--- src/rtl/alu_pkg.sv ---
// Shared op codes, FSM state type and op classification for the multicycle ALU.
// Latency: n/a (declarations only).
// Backpressure: n/a.
package alu_pkg;

  localparam int OP_W = 5;

  localparam logic [OP_W-1:0] ALU_ADD    = 5'h00;
  localparam logic [OP_W-1:0] ALU_SUB    = 5'h01;
  localparam logic [OP_W-1:0] ALU_PASS_A = 5'h02;
  localparam logic [OP_W-1:0] ALU_NOT_A  = 5'h03;
  localparam logic [OP_W-1:0] ALU_AND    = 5'h04;
  localparam logic [OP_W-1:0] ALU_OR     = 5'h05;
  localparam logic [OP_W-1:0] ALU_NAND   = 5'h06;
  localparam logic [OP_W-1:0] ALU_NOR    = 5'h07;
  localparam logic [OP_W-1:0] ALU_XOR    = 5'h08;
  localparam logic [OP_W-1:0] ALU_XNOR   = 5'h09;
  localparam logic [OP_W-1:0] ALU_SLL    = 5'h0A;
  localparam logic [OP_W-1:0] ALU_SRL    = 5'h0B;
  localparam logic [OP_W-1:0] ALU_SHL1   = 5'h0C;
  localparam logic [OP_W-1:0] ALU_SRA1   = 5'h0D;
  localparam logic [OP_W-1:0] ALU_NEG    = 5'h0E;
  localparam logic [OP_W-1:0] ALU_ZERO   = 5'h0F;
  localparam logic [OP_W-1:0] ALU_MUL    = 5'h10;
  localparam logic [OP_W-1:0] ALU_MULHU  = 5'h11;
  localparam logic [OP_W-1:0] ALU_DIVU   = 5'h12;
  localparam logic [OP_W-1:0] ALU_REMU   = 5'h13;

  typedef enum logic [1:0] {
    IDLE = 2'd0,
    BUSY = 2'd1,
    DONE = 2'd2
  } state_t;

  // MUL/MULHU/DIVU/REMU occupy 0x10-0x13 and go through the iterative unit.
  function automatic logic is_iterative(input logic [OP_W-1:0] op);
    return (op[OP_W-1:2] == 3'b100);
  endfunction

endpackage

--- src/rtl/multicycle_alu_if.sv ---
// Request/response bundle between the control FSM (master) and the ALU (slave).
// Latency: n/a (wiring only).
// Backpressure: valid/ready on both the request and the response side.
interface multicycle_alu_if #(
  parameter int WIDTH = 32
);
  import alu_pkg::*;

  logic              flush;
  logic              in_valid;
  logic              in_ready;
  logic [OP_W-1:0]   alu_op;
  logic [WIDTH-1:0]  alu_in_1;
  logic [WIDTH-1:0]  alu_in_2;
  logic              out_valid;
  logic              out_ready;
  logic [WIDTH-1:0]  alu_result;
  logic              alu_zero;
  logic              alu_lt;
  logic              alu_ltu;

  modport master (
    output flush, in_valid, alu_op, alu_in_1, alu_in_2, out_ready,
    input  in_ready, out_valid, alu_result, alu_zero, alu_lt, alu_ltu
  );

  modport slave (
    input  flush, in_valid, alu_op, alu_in_1, alu_in_2, out_ready,
    output in_ready, out_valid, alu_result, alu_zero, alu_lt, alu_ltu
  );

endinterface

--- src/rtl/alu_iter_muldiv.sv ---
// Radix-2 iterative unsigned multiply (shift-add) and restoring divide.
// Latency: WIDTH steps after i_start, then a one-cycle o_done pulse with o_result valid.
// Backpressure: none; the caller holds the result elsewhere, i_abort kills an op at once.
module alu_iter_muldiv #(
  parameter int WIDTH = 32
) (
  input  logic             clk,
  input  logic             reset,
  input  logic             i_start,
  input  logic             i_abort,
  input  logic [1:0]       i_sub,     // bit1: divide, bit0: take upper half
  input  logic [WIDTH-1:0] i_a,
  input  logic [WIDTH-1:0] i_b,
  output logic             o_done,
  output logic [WIDTH-1:0] o_result
);

  localparam int CNT_W = $clog2(WIDTH);

  // One 2*WIDTH register serves both modes: for multiply it is the
  // product accumulator with the multiplier shifting out of the low half;
  // for divide the upper half is the remainder and the lower half the
  // quotient (dividend bits shift out as quotient bits shift in).
  logic [2*WIDTH-1:0] r_acc;
  logic [WIDTH-1:0]   r_opnd;   // multiplicand or divisor
  logic [CNT_W-1:0]   r_cnt;
  logic               r_busy;
  logic               r_done;
  logic               r_div;
  logic               r_hi;

  logic [WIDTH:0]     w_msum;
  logic [WIDTH:0]     w_trial;
  logic [2*WIDTH-1:0] w_acc_nxt;

  // One radix-2 step of whichever operation is running.
  always_comb begin
    w_msum  = {1'b0, r_acc[2*WIDTH-1:WIDTH]} + {1'b0, (r_acc[0] ? r_opnd : '0)};
    w_trial = {r_acc[2*WIDTH-1:WIDTH], r_acc[WIDTH-1]} - {1'b0, r_opnd};
    if (r_div) begin
      if (!w_trial[WIDTH]) w_acc_nxt = {w_trial[WIDTH-1:0], r_acc[WIDTH-2:0], 1'b1};
      else                 w_acc_nxt = {r_acc[2*WIDTH-2:0], 1'b0};
    end else begin
      w_acc_nxt = {w_msum, r_acc[WIDTH-1:1]};
    end
  end

  // Load on start, step while busy, pulse done after the last step.
  always_ff @(posedge clk or posedge reset) begin
    if (reset) begin
      r_acc  <= '0;
      r_opnd <= '0;
      r_cnt  <= '0;
      r_busy <= 1'b0;
      r_done <= 1'b0;
      r_div  <= 1'b0;
      r_hi   <= 1'b0;
    end else begin
      r_done <= 1'b0;
      if (i_abort) begin
        r_busy <= 1'b0;
      end else if (i_start) begin
        r_busy <= 1'b1;
        r_cnt  <= '0;
        r_div  <= i_sub[1];
        r_hi   <= i_sub[0];
        r_opnd <= i_sub[1] ? i_b : i_a;
        r_acc  <= {{WIDTH{1'b0}}, (i_sub[1] ? i_a : i_b)};
      end else if (r_busy) begin
        r_acc <= w_acc_nxt;
        r_cnt <= r_cnt + 1'b1;
        if (r_cnt == CNT_W'(WIDTH - 1)) begin
          r_busy <= 1'b0;
          r_done <= 1'b1;
        end
      end
    end
  end

  assign o_done   = r_done;
  assign o_result = r_hi ? r_acc[2*WIDTH-1:WIDTH] : r_acc[WIDTH-1:0];

endmodule

--- src/rtl/multicycle_alu.sv ---
// Handshaked EX-stage ALU: 16 single-cycle ops plus iterative MUL/MULHU/DIVU/REMU.
// Latency: 1 cycle for ops 0x00-0x0F and 0x14-0x1F, WIDTH+1 cycles for 0x10-0x13.
// Backpressure: one op in flight; result held in DONE until out_ready, in_ready only in IDLE.
module multicycle_alu
  import alu_pkg::*;
#(
  parameter int WIDTH   = 32,
  parameter int SHAMT_W = $clog2(WIDTH)
) (
  input  logic           clk,
  input  logic           reset,
  multicycle_alu_if.slave bus
);

  state_t           r_state;
  state_t           w_state_nxt;
  logic [OP_W-1:0]  r_op;
  logic [WIDTH-1:0] r_a;
  logic [WIDTH-1:0] r_b;
  logic [WIDTH-1:0] r_result;
  logic             r_zero;
  logic             r_lt;
  logic             r_ltu;

  logic             w_accept;
  logic             w_capture;
  logic             w_md_done;
  logic [WIDTH-1:0] w_md_result;
  logic [WIDTH-1:0] w_core;
  logic [WIDTH-1:0] w_final;

  // A request raised together with flush is dropped, not accepted.
  assign w_accept = bus.in_valid && (r_state == IDLE) && !bus.flush;

  alu_iter_muldiv #(.WIDTH(WIDTH)) u_muldiv (
    .clk      (clk),
    .reset    (reset),
    .i_start  (w_accept && is_iterative(bus.alu_op)),
    .i_abort  (bus.flush),
    .i_sub    (bus.alu_op[1:0]),
    .i_a      (bus.alu_in_1),
    .i_b      (bus.alu_in_2),
    .o_done   (w_md_done),
    .o_result (w_md_result)
  );

  // Single-cycle op core working on the latched operands.
  always_comb begin
    w_core = '0;
    case (r_op)
      ALU_ADD:    w_core = r_a + r_b;
      ALU_SUB:    w_core = r_a - r_b;
      ALU_PASS_A: w_core = r_a;
      ALU_NOT_A:  w_core = ~r_a;
      ALU_AND:    w_core = r_a & r_b;
      ALU_OR:     w_core = r_a | r_b;
      ALU_NAND:   w_core = ~(r_a & r_b);
      ALU_NOR:    w_core = ~(r_a | r_b);
      ALU_XOR:    w_core = r_a ^ r_b;
      ALU_XNOR:   w_core = ~(r_a ^ r_b);
      ALU_SLL:    w_core = r_a << r_b[SHAMT_W-1:0];
      ALU_SRL:    w_core = r_a >> r_b[SHAMT_W-1:0];
      ALU_SHL1:   w_core = {r_a[WIDTH-2:0], 1'b0};
      ALU_SRA1:   w_core = {r_a[WIDTH-1], r_a[WIDTH-1:1]};
      ALU_NEG:    w_core = -r_a;
      default:    w_core = '0;  // ZERO and the unused 0x14-0x1F codes
    endcase
    w_final = is_iterative(r_op) ? w_md_result : w_core;
  end

  // Next-state logic; flush overrides everything and suppresses the capture.
  always_comb begin
    w_state_nxt = r_state;
    w_capture   = 1'b0;
    case (r_state)
      IDLE: if (w_accept) w_state_nxt = BUSY;
      BUSY: begin
        if (!is_iterative(r_op) || w_md_done) begin
          w_state_nxt = DONE;
          w_capture   = 1'b1;
        end
      end
      DONE: if (bus.out_ready) w_state_nxt = IDLE;
      default: w_state_nxt = IDLE;
    endcase
    if (bus.flush) begin
      w_state_nxt = IDLE;
      w_capture   = 1'b0;
    end
  end

  // State register.
  always_ff @(posedge clk or posedge reset) begin
    if (reset) r_state <= IDLE;
    else       r_state <= w_state_nxt;
  end

  // Operand/flag latch at accept and result register at completion.
  always_ff @(posedge clk or posedge reset) begin
    if (reset) begin
      r_op     <= '0;
      r_a      <= '0;
      r_b      <= '0;
      r_lt     <= 1'b0;
      r_ltu    <= 1'b0;
      r_result <= '0;
      r_zero   <= 1'b1;
    end else begin
      if (w_accept) begin
        r_op  <= bus.alu_op;
        r_a   <= bus.alu_in_1;
        r_b   <= bus.alu_in_2;
        r_lt  <= $signed(bus.alu_in_1) < $signed(bus.alu_in_2);
        r_ltu <= bus.alu_in_1 < bus.alu_in_2;
      end
      if (w_capture) begin
        r_result <= w_final;
        r_zero   <= (w_final == '0);
      end
    end
  end

  assign bus.in_ready   = (r_state == IDLE);
  assign bus.out_valid  = (r_state == DONE);
  assign bus.alu_result = r_result;
  assign bus.alu_zero   = r_zero;
  assign bus.alu_lt     = r_lt;
  assign bus.alu_ltu    = r_ltu;

endmodule
--- src/flat_wrapper.sv ---
// flat-port wrapper written by rule: the top's interface ports become plain ports
module multicycle_alu_flat import alu_pkg::*;
#(
  parameter int WIDTH   = 32,
  parameter int SHAMT_W = $clog2(WIDTH)
)
  (clk, reset, bus_flush, bus_in_valid, bus_alu_op, bus_alu_in_1, bus_alu_in_2, bus_out_ready, bus_in_ready, bus_out_valid, bus_alu_result, bus_alu_zero, bus_alu_lt, bus_alu_ltu);
  multicycle_alu_if #(.WIDTH(WIDTH)) bus_i ();
  input  logic clk;
  input  logic reset;
  input wire logic [$bits(bus_i.flush)-1:0] bus_flush;
  input wire logic [$bits(bus_i.in_valid)-1:0] bus_in_valid;
  input wire logic [$bits(bus_i.alu_op)-1:0] bus_alu_op;
  input wire logic [$bits(bus_i.alu_in_1)-1:0] bus_alu_in_1;
  input wire logic [$bits(bus_i.alu_in_2)-1:0] bus_alu_in_2;
  input wire logic [$bits(bus_i.out_ready)-1:0] bus_out_ready;
  output wire logic [$bits(bus_i.in_ready)-1:0] bus_in_ready;
  output wire logic [$bits(bus_i.out_valid)-1:0] bus_out_valid;
  output wire logic [$bits(bus_i.alu_result)-1:0] bus_alu_result;
  output wire logic [$bits(bus_i.alu_zero)-1:0] bus_alu_zero;
  output wire logic [$bits(bus_i.alu_lt)-1:0] bus_alu_lt;
  output wire logic [$bits(bus_i.alu_ltu)-1:0] bus_alu_ltu;
  assign bus_i.flush = bus_flush;
  assign bus_i.in_valid = bus_in_valid;
  assign bus_i.alu_op = bus_alu_op;
  assign bus_i.alu_in_1 = bus_alu_in_1;
  assign bus_i.alu_in_2 = bus_alu_in_2;
  assign bus_i.out_ready = bus_out_ready;
  assign bus_in_ready = bus_i.in_ready;
  assign bus_out_valid = bus_i.out_valid;
  assign bus_alu_result = bus_i.alu_result;
  assign bus_alu_zero = bus_i.alu_zero;
  assign bus_alu_lt = bus_i.alu_lt;
  assign bus_alu_ltu = bus_i.alu_ltu;
  multicycle_alu #(.WIDTH(WIDTH), .SHAMT_W(SHAMT_W)) u_core (.clk(clk), .reset(reset), .bus(bus_i));
endmodule
--- config.mk ---
export PLATFORM = sky130hd
export DESIGN_NAME = multicycle_alu_flat
export DESIGN_NICKNAME = d
export VERILOG_FILES = /design/src/rtl/alu_pkg.sv /design/src/rtl/multicycle_alu_if.sv /design/src/rtl/alu_iter_muldiv.sv /design/src/rtl/multicycle_alu.sv /design/src/flat_wrapper.sv
export SDC_FILE = /design/constraint.sdc
export NUM_CORES = 1
export LEC_CHECK = 0
export BUFFER_PORTS_ARGS = -buffer_cell sky130_fd_sc_hd__buf_4
export CELL_PAD_IN_SITES_DETAIL_PLACEMENT = 0
export CELL_PAD_IN_SITES_GLOBAL_PLACEMENT = 1
export CORE_AREA = 10 10 276 212
export DETAILED_ROUTE_END_ITERATION = 6
export DIE_AREA = 0 0 286 222
export PLACE_DENSITY_LB_ADDON = 0.1
export SLEW_MARGIN = 25
export SYNTH_ARGS = -nofsm -noshare
export SYNTH_HDL_FRONTEND = slang
export SYNTH_SLANG_ARGS = --single-unit
--- constraint.sdc ---
create_clock -name clk -period 8.04 [get_ports clk]
set_input_delay 1.206 -clock clk [delete_from_list [all_inputs] [get_ports clk]]
set_output_delay 1.206 -clock clk [all_outputs]
set_load 0.03 [all_outputs]
==> Yosys cells after proc, flatten, opt, wreduce, memory -nomap -nowiden <==
Index checks and enable logic that the tools add are counted.
{ "classes": {"bitwise_logic": 8, "n_reduce_logical": 13, "n_shift": 2, "add_sub_neg": 6, "n_lt_le_gt_ge": 2, "muxes": 28, "eq_ne": 22} }
{ "ops": {"columns": ["op", "count"], "rows": [
  ["$pmux W32 S15", 1],
  ["$mux W64", 4],
  ["$mux W32", 5],
  ["$not A32 Y32", 4],
  ["$lt A32 B32 Y1", 2],
  ["$eq A5 B4 Y1 const B", 7],
  ["$add A32 B32 Y33", 1],
  ["$sub A33 B32 Y33", 1],
  ["$add A32 B32 Y32", 1],
  ["$and A32 B32 Y32", 1],
  ["$logic_not A32 Y1", 1],
  ["$neg A32 Y32", 1],
  ["$or A32 B32 Y32", 1],
  ["$shl A32 B5 Y32", 1],
  ["$shr A32 B5 Y32", 1],
  ["$sub A32 B32 Y32", 1],
  ["$xor A32 B32 Y32", 1],
  ["$eq A5 B3 Y1 const B", 4],
  ["$mux W1", 11],
  ["$eq A5 B2 Y1 const B", 2],
  ["$mux W5", 2],
  ["$mux W2", 4],
  ["$eq A3 B3 Y1 const B", 2],
  ["$ne A3 B2 Y1 const B", 2],
  ["other kinds (16)", 20]
]} }
{ "totals": {"out_inout_bits": 37, "register_bits": 211} }

==> Logic depth before layout (Yosys ltp) <==
{ "depth": {"word_depth": 6, "depth_mapped": 25} }

==> Modules after synthesis <==
Synthesis repeated with hierarchy kept, for this count alone.
{ "unflattened": {"cells_unflattened": 3223, "area_unflattened_um2": 25568.3} }
{ "modules_own_cells": {"columns": ["mod", "area_each_um2", "instances", "seq_area_each_um2", "cells_each"], "rows": [
  ["multicycle_alu", 16002.8, 1, 2653.8, 2075],
  ["alu_iter_muldiv", 9565.4, 1, 2627.5, 1148]
]} }

==> Worst setup path before layout <==
Ideal clock, no wire load.
{ "synth_timing": {"kind": "flip-flop to flip-flop", "start": "register u_core.r_b[0]", "end": "register u_core.r_zero (netlist: u_core.bus.alu_zero)", "path_slack_ps": 2807, "t_arrival_ps": 5154, "path_buffers": 5, "stages_incl_launch_ff": 24, "period_less_slack_ps": 5233, "cell_sequence": "dfrtp_1 > buf_6 > buf_6 > inv_2 > buf_2 > clkbuf_1 > ha_1 > nand4_1 > nand2b_1 > or4_1 > o21ai_0 > xnor2_1 > ha_1 > clkbuf_1 > and3_1 > o211ai_1 > a21oi_1 > a21oi_1 > o41ai_1 > a21o_1 > nor4b_1 > nor3_1 > and2_1 > a32o_2"} }
{ "synth_between": {"elab_chain_len": 5} }
{ "synth_lines": {"columns": ["item", "line", "text"], "rows": [
  ["start, declared", "multicycle_alu.sv:19", "logic [WIDTH-1:0] r_b;"],
  ["start signal, assigned", "multicycle_alu.sv:112", "r_b <= bus.alu_in_2;"],
  ["branches (longest 2 deep; another with $sub A32 B32 Y32)", null, null],
  ["$pmux W32 S15 (*)", "multicycle_alu.sv:50", "case (r_op)"],
  ["$mux W32 (*)", "multicycle_alu.sv:68", "w_final = is_iterative(r_op) ? w_md_result : w_core;"],
  ["$logic_not A32 Y1 (*)", "multicycle_alu.sv:118", "r_zero <= (w_final == '0);"],
  ["end signal, assigned", "multicycle_alu.sv:118", null],
  ["end, declared", "multicycle_alu.sv:21", "logic r_zero;"]
]} }
Every way passes the cells marked *.
A chain may end at the register's enable or synchronous reset.

==> Worst setup path after layout <==
{ "layout_timing": {"start": "register u_core.r_b[1]", "end": "register u_core.r_zero (netlist: u_core.bus.alu_zero)"} }
Same word-level chain as after synthesis.

==> qor.yml <==
floorplan:
  core-area_sq_um: 52790
  die_w_microns: 286
  rows: 73
  die_h_microns: 222
  io_pins: 111
  die_area_sq_um: 63490
  start_util_pct: 47.54
timing:
  slew_headroom_pct: 18.21
  rsz0062_at_grt: "false"
  skew_ns: 0.01885
  layout_setup_ws_ns: 1.611
  period_share_pct: 79.96
  period_minus_slack_ns: 6.429
  hold_viol: 0
  tightest_slew_ns: 1.214
  setup_viol: 0
  holdWs_ns: 0.4830
  slew_viol_final: 0
  fin_tns_setup_ns: 0
  fmaxAchievable_ghz: 0.1555
outcome:
  outcome: "finished, final reports clean"
synth:
  synth_top_area_share_pct: 20.94
  synth_area_sq_um: 25100
  synth_area_per_cell_sq_um: 7.893
  yosysSeqAreaShare_pct: 21.04
  synth_top_area_cell: "dfrtp_1"
  ys_seq_elements: 211
  syn_inst: 3180
  syn_nets: 3452
  async_flop_share_pct: 100.0
  synth_edf_count: 0
  synth_area_leaders: "dfrtp_1, ha_1, mux2i_1, o21ai_0, nand2_1"
  synth_warnings: 0
  synth.distinct_cells: 91
  synth_flop_cell: "dfrtp_1"
route:
  first_pass_iters: 6
  wl_per_cell_microns: 29.24
  postRouteAntennaNets: 0
  wirelength_mm: 113.6
  dr.first_iter.drc_count: 3390
  viasPerCell: 6.808
  drc: 0
  num_vias: 26450
pwr:
  p_per_area_nw_per_um2: 355.1
  ir_drop_mv: 0.2513
  p_leak_nw: 11.76
clock_tree:
  cts_root_buffer: "clkbuf_16"
  clk_latency_ns: 0.59
  postCtsSetupBuffers: 0
  path_clk_slew_ns: 0.07
  numClockSinks: 211
  cts_max_path_buffers: 3
  cts_resized: 0
  cts_tree: "yes"
  cts_buffers: 26
  htree_levels: 1
  ctsHoldBuffers: 0
grt:
  gr-total-overflow: 0
  grt_usage_pct: 34.17
  grt_max_degree: 84
  grt_pass1_vias: 24833
  grt_pass1_wl_mm: 167.2
  antenna_found_initial: 5
worst_setup_path:
  worstSetupPathType: "flip-flop to flip-flop"
  critPathArrivalTime_ns: 6.96
  ff2ff_setup_slack_ns: 1.61
  start_kind: "flip-flop"
  crit_fanout: 15
  cp.required_ns: 8.57
  critPathCaptureType: "flip-flop"
placement:
  hpwl_mm: 85.92
  place.gp.congestion: 1.073
  portBuffers: 110
  placedCellCount: 3836
  pre_cts_ws_ns: 1.796
layout:
  nNetsFinal: 3424
  layout_common_cells: "nand2_1, o21ai_0, dfrtp_1"
  layout_commonest_cell: "nand2_1"
  final_cell_count_no_fill: 3885
  drive_above_1_share_pct: 11.45
  syn_to_final_growth_pct: 9.003
job:
  drv_cap: 0
worst_hold_path:
  hold_path_class: "flip-flop to flip-flop"
[final cells by class]
cell class | instances | area (sq um)
tap | 712 | 890.9
multi-input combinational | 2568 | 18260
clock inverter | 16 | 178.9
fill | 5224 | 25430
inverter | 162 | 615.6
timing repair buffer | 183 | 1390
antenna | 3 | 7.507
clock buffer | 30 | 716.9
sequential | 211 | 5298
[logic make-up after synthesis]
family	Yosys count	share of synthesized area (%)
AOI/OAI and AO/OA	1019	26.52
and+or+nand+nor	921	17.51
buffers and inverters	401	6.515
muxes	261	12.56
DFF	211	21.04
adders and majority gates	198	9.960
xor gates and xnor gates	169	5.897
[flip-flops by register name, summed over array words and instances, names as in the netlist, 2 cells and up]
name	flops
u_core.u_muldiv.r_opnd	32
u_core.r_a	32
u_core.r_state	2
u_core.bus.alu_result	32
u_core.r_op	5
u_core.r_b	32
u_core.u_muldiv.r_acc	64
u_core.u_muldiv.r_cnt	5
[where the power goes]
part	total, mW	switching, mW	internal (mW)
Combinational	6.43	4.02	2.41
Clock	1.29	0.556	0.734
Sequential	2.00	0.604	1.39
[final timing paths]
kind / start / to / cells after the start
max: u_core.r_b[1]$_DFFE_PP0P_ / u_core.bus.alu_zero$_DFFE_PP1P_ / 19
min: u_core.bus.alu_result[28]$_DFFE_PP0P_ / u_core.bus.alu_result[28]$_DFFE_PP0P_ / 2
max reg2reg: u_core.r_b[1]$_DFFE_PP0P_ / u_core.bus.alu_zero$_DFFE_PP1P_ / 19
min reg2reg: u_core.bus.alu_result[28]$_DFFE_PP0P_ / u_core.bus.alu_result[28]$_DFFE_PP0P_ / 2
max in group asynchronous: reset / u_core.r_b[1]$_DFFE_PP0P_ / 3
min in group asynchronous: reset / u_core.u_muldiv.r_acc[37]$_DFFE_PP0P_ / 2
[critical path, stage by stage, from the launching register on]
cell and delay (ns):
dfrtp_4 0.48, inv_1 0.50, ha_1 0.32, nand4_1 0.18, nand2b_1 0.26, or4_1 0.52
o21ai_0 0.24, xnor2_1 0.09, ha_1 0.44, nand2b_1 0.17, o32ai_1 0.08, a221o_1 0.29
a211oi_1 0.21, o211ai_1 0.13, a211oi_1 0.63, nand4_1 0.33, nor4_1 0.82, nand4_1 0.23
nor3_1 0.26, a32o_2 0.19
[synth_stat cells, types with 12 or more instances]
library cell    n
or3_1          16
o211ai_1       63
a211oi_1       43
dfrtp_1       210
o31ai_1        19
a31oi_1        32
and3_1         20
a221o_1        18
a21oi_1       191
nand2_1       347
o221ai_1       20
nand3_1        67
a2111oi_0      17
mux2_2         38
nand2b_1       31
nor3_1         58
inv_1         153
mux4_2         38
a21o_1         48
mux2i_1       184
nor2_1        199
xnor2_1       121
nor4_1         13
and2_1         43
buf_2          44
a22oi_1        22
nor2b_1        42
o21ai_0       309
a32oi_1        14
clkbuf_1      165
buf_1          15
nand4_1        28
o21a_1         23
o22ai_1        40
a221oi_1       28
ha_1          195
xor2_1         48
a211o_1        12
[stage by stage]
stage / total power [mW] / utilization (%) / area, sq um
6_report: 9.715 / 51.82 / 27360
5_1_grt: 10.27 / 51.81 / 27350
3_5_place_dp: 8.176 / 50.10 / 26450
2_1_floorplan: 6.159 / - / 25100
3_3_place_gp: 8.119 / 50.06 / 26430
4_1_cts: 9.500 / 51.79 / 27340
[layer usage]
metal / up-vias / track usage (%) / wire, microns
li1: 11677 / - / -
met1: 12886 / 49.10 / 50410
met2: 1585 / 47.16 / 45220
met3: 298 / 8.541 / 12340
met4: 4 / 14.73 / 5603
met5: - / 0 / 26
Note: power is estimated with default switching activity, not from simulation.
